[config.mk]
export PLATFORM = sky130hd
export DESIGN_NAME = pwm_capture
export DESIGN_NICKNAME = d
export VERILOG_FILES = /design/src/rtl/pwm_pkg.sv /design/src/rtl/pwm_sync_edge.sv /design/src/rtl/pwm_capture.sv
export SDC_FILE = /design/constraint.sdc
export NUM_CORES = 1
export LEC_CHECK = 0
export ABC_AREA = 1
export BUFFER_PORTS_ARGS = -buffer_cell sky130_fd_sc_hd__buf_2
export CORE_MARGIN = 5
export CORE_UTILIZATION = 50
export CTS_BUF_LIST = sky130_fd_sc_hd__clkbuf_8
export CTS_CLUSTER_DIAMETER = 80
export DETAILED_ROUTE_END_ITERATION = 6
export PLACE_DENSITY = 0.76
export SLEW_MARGIN = 20
export SYNTH_ARGS = -nofsm -noshare
export SYNTH_HDL_FRONTEND = slang
export SYNTH_SLANG_ARGS = --single-unit
[constraint.sdc]
create_clock -name clk -period 3.3 [get_ports clk]
set_input_delay 0.99 -clock clk [delete_from_list [all_inputs] [get_ports clk]]
set_output_delay 0.99 -clock clk [all_outputs]
set_load 0.02 [all_outputs]
[src/rtl/pwm_pkg.sv]
// pwm_pkg: shared PWM frame constants, widths and capture FSM encoding
package pwm_pkg;
    localparam int PERIOD_CYCLES_DEF = 1_000_000;
    localparam int MIN_PULSE_DEF = 50_000;
    localparam int MAX_PULSE_DEF = 100_000;
    localparam int DUTY_MAX = 125;
    localparam int DUTY_W = 8;
    localparam int CNT_W = 20;

    typedef enum logic [1:0] {WAIT_RISE, MEAS_HIGH, MEAS_LOW} state_t;

    function automatic int step_of(input int min_pulse, input int max_pulse);
        return (max_pulse - min_pulse) / DUTY_MAX;
    endfunction

    localparam int STEP = step_of(MIN_PULSE_DEF, MAX_PULSE_DEF);
endpackage

[src/rtl/pwm_sync_edge.sv]
// pwm_sync_edge: 2-FF synchronizer with rise/fall detection on the synchronized line
module pwm_sync_edge (
    input  logic clk,
    input  logic rst_n,
    input  logic sig,
    output logic rise,
    output logic fall
);
    logic [2:0] sh;

    // two metastability stages followed by one history stage for edge detection
    always_ff @(posedge clk or negedge rst_n)
        if (!rst_n) sh <= '0;
        else        sh <= {sh[1:0], sig};

    assign rise = sh[1] & ~sh[2];
    assign fall = ~sh[1] & sh[2];
endmodule

[src/rtl/pwm_capture.sv]
// pwm_capture: servo PWM decoder measuring high time and period with timeout detection
module pwm_capture
    import pwm_pkg::*;
#(
    parameter int PERIOD_CYCLES  = PERIOD_CYCLES_DEF,
    parameter int MIN_PULSE      = MIN_PULSE_DEF,
    parameter int MAX_PULSE      = MAX_PULSE_DEF,
    parameter int PERIOD_TOL     = 50_000,
    parameter int TIMEOUT_CYCLES = 2_000_000
) (
    input  logic              clk,
    input  logic              rst_n,
    input  logic              en,
    input  logic              pwm_in,
    output logic [DUTY_W-1:0] duty,
    output logic              duty_valid,
    output logic              pulse_err,
    output logic              period_err,
    output logic              timeout
);
    localparam int STEP_N = step_of(MIN_PULSE, MAX_PULSE);
    localparam int IDLE_W = $clog2(TIMEOUT_CYCLES + 1);
    localparam logic [CNT_W-1:0] MIN_C = CNT_W'(MIN_PULSE);
    localparam logic [CNT_W-1:0] MAX_C = CNT_W'(MAX_PULSE);
    localparam logic [CNT_W-1:0] PER_LO = CNT_W'(PERIOD_CYCLES - PERIOD_TOL);
    localparam logic [CNT_W-1:0] PER_HI = CNT_W'(PERIOD_CYCLES + PERIOD_TOL);
    localparam logic [CNT_W-1:0] STEP_LAST = CNT_W'(STEP_N - 1);
    localparam logic [CNT_W-1:0] CNT_TOP = '1;
    localparam logic [IDLE_W-1:0] IDLE_LAST = IDLE_W'(TIMEOUT_CYCLES - 1);
    localparam logic [IDLE_W-1:0] IDLE_TOP = IDLE_W'(TIMEOUT_CYCLES);
    localparam logic [DUTY_W-1:0] DUTY_TOP = DUTY_W'(DUTY_MAX);

    state_t             state, state_nxt;
    logic [CNT_W-1:0]   high_cnt, period_cnt, pre_cnt;
    logic [DUTY_W-1:0]  step_cnt;
    logic [IDLE_W-1:0]  idle_cnt;
    logic               rise, fall, in_range;
    logic               start, done_ok, done_bad, per_bad, to_hit;

    pwm_sync_edge u_sync (
        .clk  (clk),
        .rst_n(rst_n),
        .sig  (pwm_in),
        .rise (rise),
        .fall (fall)
    );

    assign in_range = high_cnt >= MIN_C && high_cnt <= MAX_C;

    // state register
    always_ff @(posedge clk or negedge rst_n)
        if (!rst_n) state <= WAIT_RISE;
        else        state <= state_nxt;

    // next state and event decode; a rise takes priority over a timeout in the same cycle
    always_comb begin
        state_nxt = state;
        start = 1'b0;
        done_ok = 1'b0;
        done_bad = 1'b0;
        per_bad = 1'b0;
        to_hit = 1'b0;
        if (!en) begin
            state_nxt = WAIT_RISE;
        end else if (rise) begin
            state_nxt = MEAS_HIGH;
            start = 1'b1;
            per_bad = state == MEAS_LOW && (period_cnt < PER_LO || period_cnt > PER_HI);
        end else if (fall) begin
            if (state == MEAS_HIGH) begin
                state_nxt = MEAS_LOW;
                done_ok = in_range;
                done_bad = !in_range;
            end
        end else if (idle_cnt == IDLE_LAST) begin
            state_nxt = WAIT_RISE;
            to_hit = 1'b1;
        end
    end

    // high/period counters and the STEP prescaler that replaces a divider
    always_ff @(posedge clk or negedge rst_n)
        if (!rst_n) begin
            high_cnt <= '0;
            period_cnt <= '0;
            pre_cnt <= '0;
            step_cnt <= '0;
        end else if (!en || to_hit) begin
            high_cnt <= '0;
            period_cnt <= '0;
            pre_cnt <= '0;
            step_cnt <= '0;
        end else if (start) begin
            high_cnt <= CNT_W'(1);
            period_cnt <= CNT_W'(1);
            pre_cnt <= '0;
            step_cnt <= '0;
        end else begin
            if (state != WAIT_RISE && period_cnt != CNT_TOP) period_cnt <= period_cnt + 1'b1;
            if (state == MEAS_HIGH) begin
                if (high_cnt != CNT_TOP) high_cnt <= high_cnt + 1'b1;
                if (high_cnt >= MIN_C) begin
                    pre_cnt <= (pre_cnt == STEP_LAST) ? '0 : pre_cnt + 1'b1;
                    if (pre_cnt == STEP_LAST && step_cnt != DUTY_TOP) step_cnt <= step_cnt + 1'b1;
                end
            end
        end

    // cycles since the last edge, saturating at the timeout threshold
    always_ff @(posedge clk or negedge rst_n)
        if (!rst_n)                     idle_cnt <= '0;
        else if (!en || rise || fall)   idle_cnt <= '0;
        else if (idle_cnt != IDLE_TOP)  idle_cnt <= idle_cnt + 1'b1;

    // registered strobes, held duty and timeout level
    always_ff @(posedge clk or negedge rst_n)
        if (!rst_n) begin
            duty <= '0;
            duty_valid <= 1'b0;
            pulse_err <= 1'b0;
            period_err <= 1'b0;
            timeout <= 1'b0;
        end else begin
            duty_valid <= done_ok;
            pulse_err <= done_bad;
            period_err <= per_bad;
            if (done_ok) duty <= step_cnt;
            timeout <= (!en || rise) ? 1'b0 : to_hit ? 1'b1 : timeout;
        end
endmodule

==> flow_summary.toml <==
[status]
status = "finished clean"

[grt]
antenna_found_initial = 0
grtUsageTotal_pct = 20.2
grt_pass1_vias = 4720
grt_pass1_wl_um = 21500
grt_max_degree = 56
grt-ovfl-total = 0

[yosys]
synthArstFlopShare_pct = 100
synth_area_leaders = "dfrtp_1 (40%), nand2_1 (14%), nor2_1 (7.6%)"
synth_common_cells = "nand2_1 (198), nor2_1 (108), dfrtp_1 (86), inv_1 (82), nand3_1 (70)"
ys_seq_area_share_pct = 40.3
syn_area_mm2 = 0.00534
synth_ff_type = "dfrtp_1"
yosysWarnings = 0
yosys.cell_types.count = 40
synth_edf_count = 0
yosys.area.top_type = "dfrtp_1"
synth-seq-cells = 86
synth.top_cell.area_share_pct = 40.3
synth.avg_cell_area_um2 = 7.16
synthesis.instances = 746
synth_most_common_cell = "nand2_1"
synth_nets = 757

[clock_network]
cts_tree = "built"
h-tree-depth = 3
cts_buffers = 9
ctsLongestPathBuffers = 2
clkLatencyLatePin_ns = 0.37
cts-root-buf = "clkbuf_8"
cts.sinks = 86
postCtsSetupBuffers = 0
cts-hold-fix-buffers = 0
cts_resized = 0
clkTransAtPathRegs_ns = 0.09

[power_and_ir_drop]
p_per_area_mw_per_mm2 = 355
p_int_uw = 1490
power.switching_uw = 550
swShare_pct = 27.0
power_frac_seq_pct = 54.0
power_frac_clock_pct = 38.4
combPwrFrac_pct = 7.5
p_leak_uw = 0.00272
peakVddDrop_mv = 0.158

[cells_and_area]
nFillCells = 978
diodes = 0
syn_to_final_growth_pct = 7.49
final_layout_size_suffix_gt1_share_pct = 9.53
post-route-util_pct = 55.4
final_nets = 772

[die]
die_y_um = 113
die-area_mm2 = 0.0129
die_w_um = 113
fp.coreArea_mm2 = 0.0104
core.rowCount = 37
start_util_pct = 51.5
pin_count = 16

[flow_run]
cap_violations = 0

[setup_path]
crit_type = "reg -> reg"
cp_max_fo = 20
r2r_start = "high_cnt[0]"
critPathRequiredTime_ns = 3.60
worstRegToRegCells = 11
cp-end-kind = "register"
crit_arrival_ns = 2.78
worstSetupStartpointType = "register"
rrSetupSlack_ns = 0.82
r2r-end = "high_cnt[5]"

[timing]
setup_viol = 0
rsz0062_at_grt = "no"
final.setup_skew_ns = 0.00948
tns_ns = 0
fmax_mhz = 403
max_slew_margin_pct = 52.0
fin_crit_ns = 2.48
hold_viol = 0
fin_crit_sh_pct = 75.2
worstMarginPinSlew_ns = 0.720
slew_violations = 0

[routing]
dr.pass1.iters = 5
vias_per_cell = 5.47
drc = 0
num_vias = 4932
ant_nets = 0
drtIter0Drc = 515
wirelength_um = 12300
routedWlPerCell_um = 13.6

[placed_design]
hpwl_um = 8960
portBuffers = 15
finalWeightedCongestion = 0.918

[worst_hold_path]
hold_depth = 0
min_path_type = "reg -> reg"
hold_path_end = "u_sync.sh[1]"
hp-start = "u_sync.sh[0]"
## critical path, cell delays in order (launching register included)
cell and delay, ns:
dfrtp_1 0.43, ha_1 0.27, nand2_1 0.10, nor2_2 0.28, nand3_1 0.15, inv_1 0.11, nand4_1 0.12, nand2_2 0.19
nand2_4 0.20, inv_1 0.35, nand2_1 0.10, o21ai_1 0.10
## cell usage in the layout, fill, tap and decap left out, types with 2 or more instances in the layout
master / synthesis / layout
a21oi_1: 20 / 20
buf_2: 9 / 14
buf_4: 2 / 5
clkbuf_8: 0 / 10
clkinvlp_4: 0 / 2
dfrtp_1: 86 / 86
ha_1: 7 / 7
inv_1: 82 / 82
inv_2: 4 / 4
inv_6: 0 / 2
nand2_1: 198 / 198
nand2_2: 4 / 4
nand2_4: 2 / 2
nand3_1: 70 / 70
nand3_2: 8 / 8
nand3b_1: 2 / 2
nand4_1: 35 / 35
nor2_1: 108 / 108
nor2_2: 6 / 6
nor3_1: 12 / 12
nor4_1: 4 / 4
o21ai_0: 30 / 30
o21ai_1: 3 / 3
o21ai_2: 6 / 6
xnor2_1: 4 / 4
xor2_1: 25 / 25
## power by group through the flow
stage	clock, uW	sequential, uW	combinational, uW
after detailed placement	0	1120	155
after global routing	843	1100	178
after floorplan	0	1110	110
final	783	1100	154
after CTS	799	1100	156
after global placement	0	1120	150
## stage by stage
stage / instance area, um^2 / hold WS [ns] / total power, uW / instances / worst slack, ns
final: 5740 / 0.404 / 2040 / 902 / 0.819
after global routing: 5740 / 0.424 / 2130 / 902 / 0.542
after CTS: 5740 / 0.412 / 2050 / 902 / 0.888
after detailed placement: 5540 / 0.388 / 1280 / 886 / 0.777
after global placement: 5540 / 0.389 / 1270 / 886 / 0.870
after floorplan: 5340 / 0.331 / 1220 / 746 / 1.40
## area by class of cell
class                           instances  area (um^2)  share of cell area (%)
Inverter                               87          329                    5.73
Multi-Input combinational cell        557         2760                    48.1
Tap cell                              136          170                    2.96
Clock inverter                          6         67.6                    1.18
Timing Repair Buffer                   20          128                    2.22
Sequential cell                        86         2150                    37.5
Clock buffer                           10          138                    2.40
## worst max-delay path by stage
stage	startpoint	end	slack (ns)	cells past startpoint
after detailed placement	en	high_cnt[17]	0.78	8
after CTS	high_cnt[0]	high_cnt[16]	0.89	10
after global routing	high_cnt[0]	high_cnt[0]	0.54	11
after global placement	en	high_cnt[19]	0.87	8
final	high_cnt[0]	high_cnt[5]	0.82	11
after floorplan	en	high_cnt[0]	1.40	7
## metal layers
metal	share of wire, %	global-route usage (%)
met1	45	26.1
met2	48	33.6
met3	4.6	3.18
met4	2.0	8.57
met5	0	0
## logic make-up after synthesis
group / count (synthesis) / share of synthesized area, %
and+or+nand+nor: 455 / 38.3
buffers and inverters: 103 / 8.08
DFF: 86 / 40.3
AOI/OAI and AO/OA: 66 / 6.95
xor gates and xnor gates: 29 / 4.75
adders and majority gates: 7 / 1.64
## registers in the layout, indices dropped and copies added (netlist names)
name and cells:
duty 8, duty_valid 1, high_cnt 20, idle_cnt 21
period_err 1, pre_cnt 20, pulse_err 1, state 2
step_cnt 8, timeout 1, u_sync.sh 3
No activity file was read; power rests on OpenSTA's default activity.
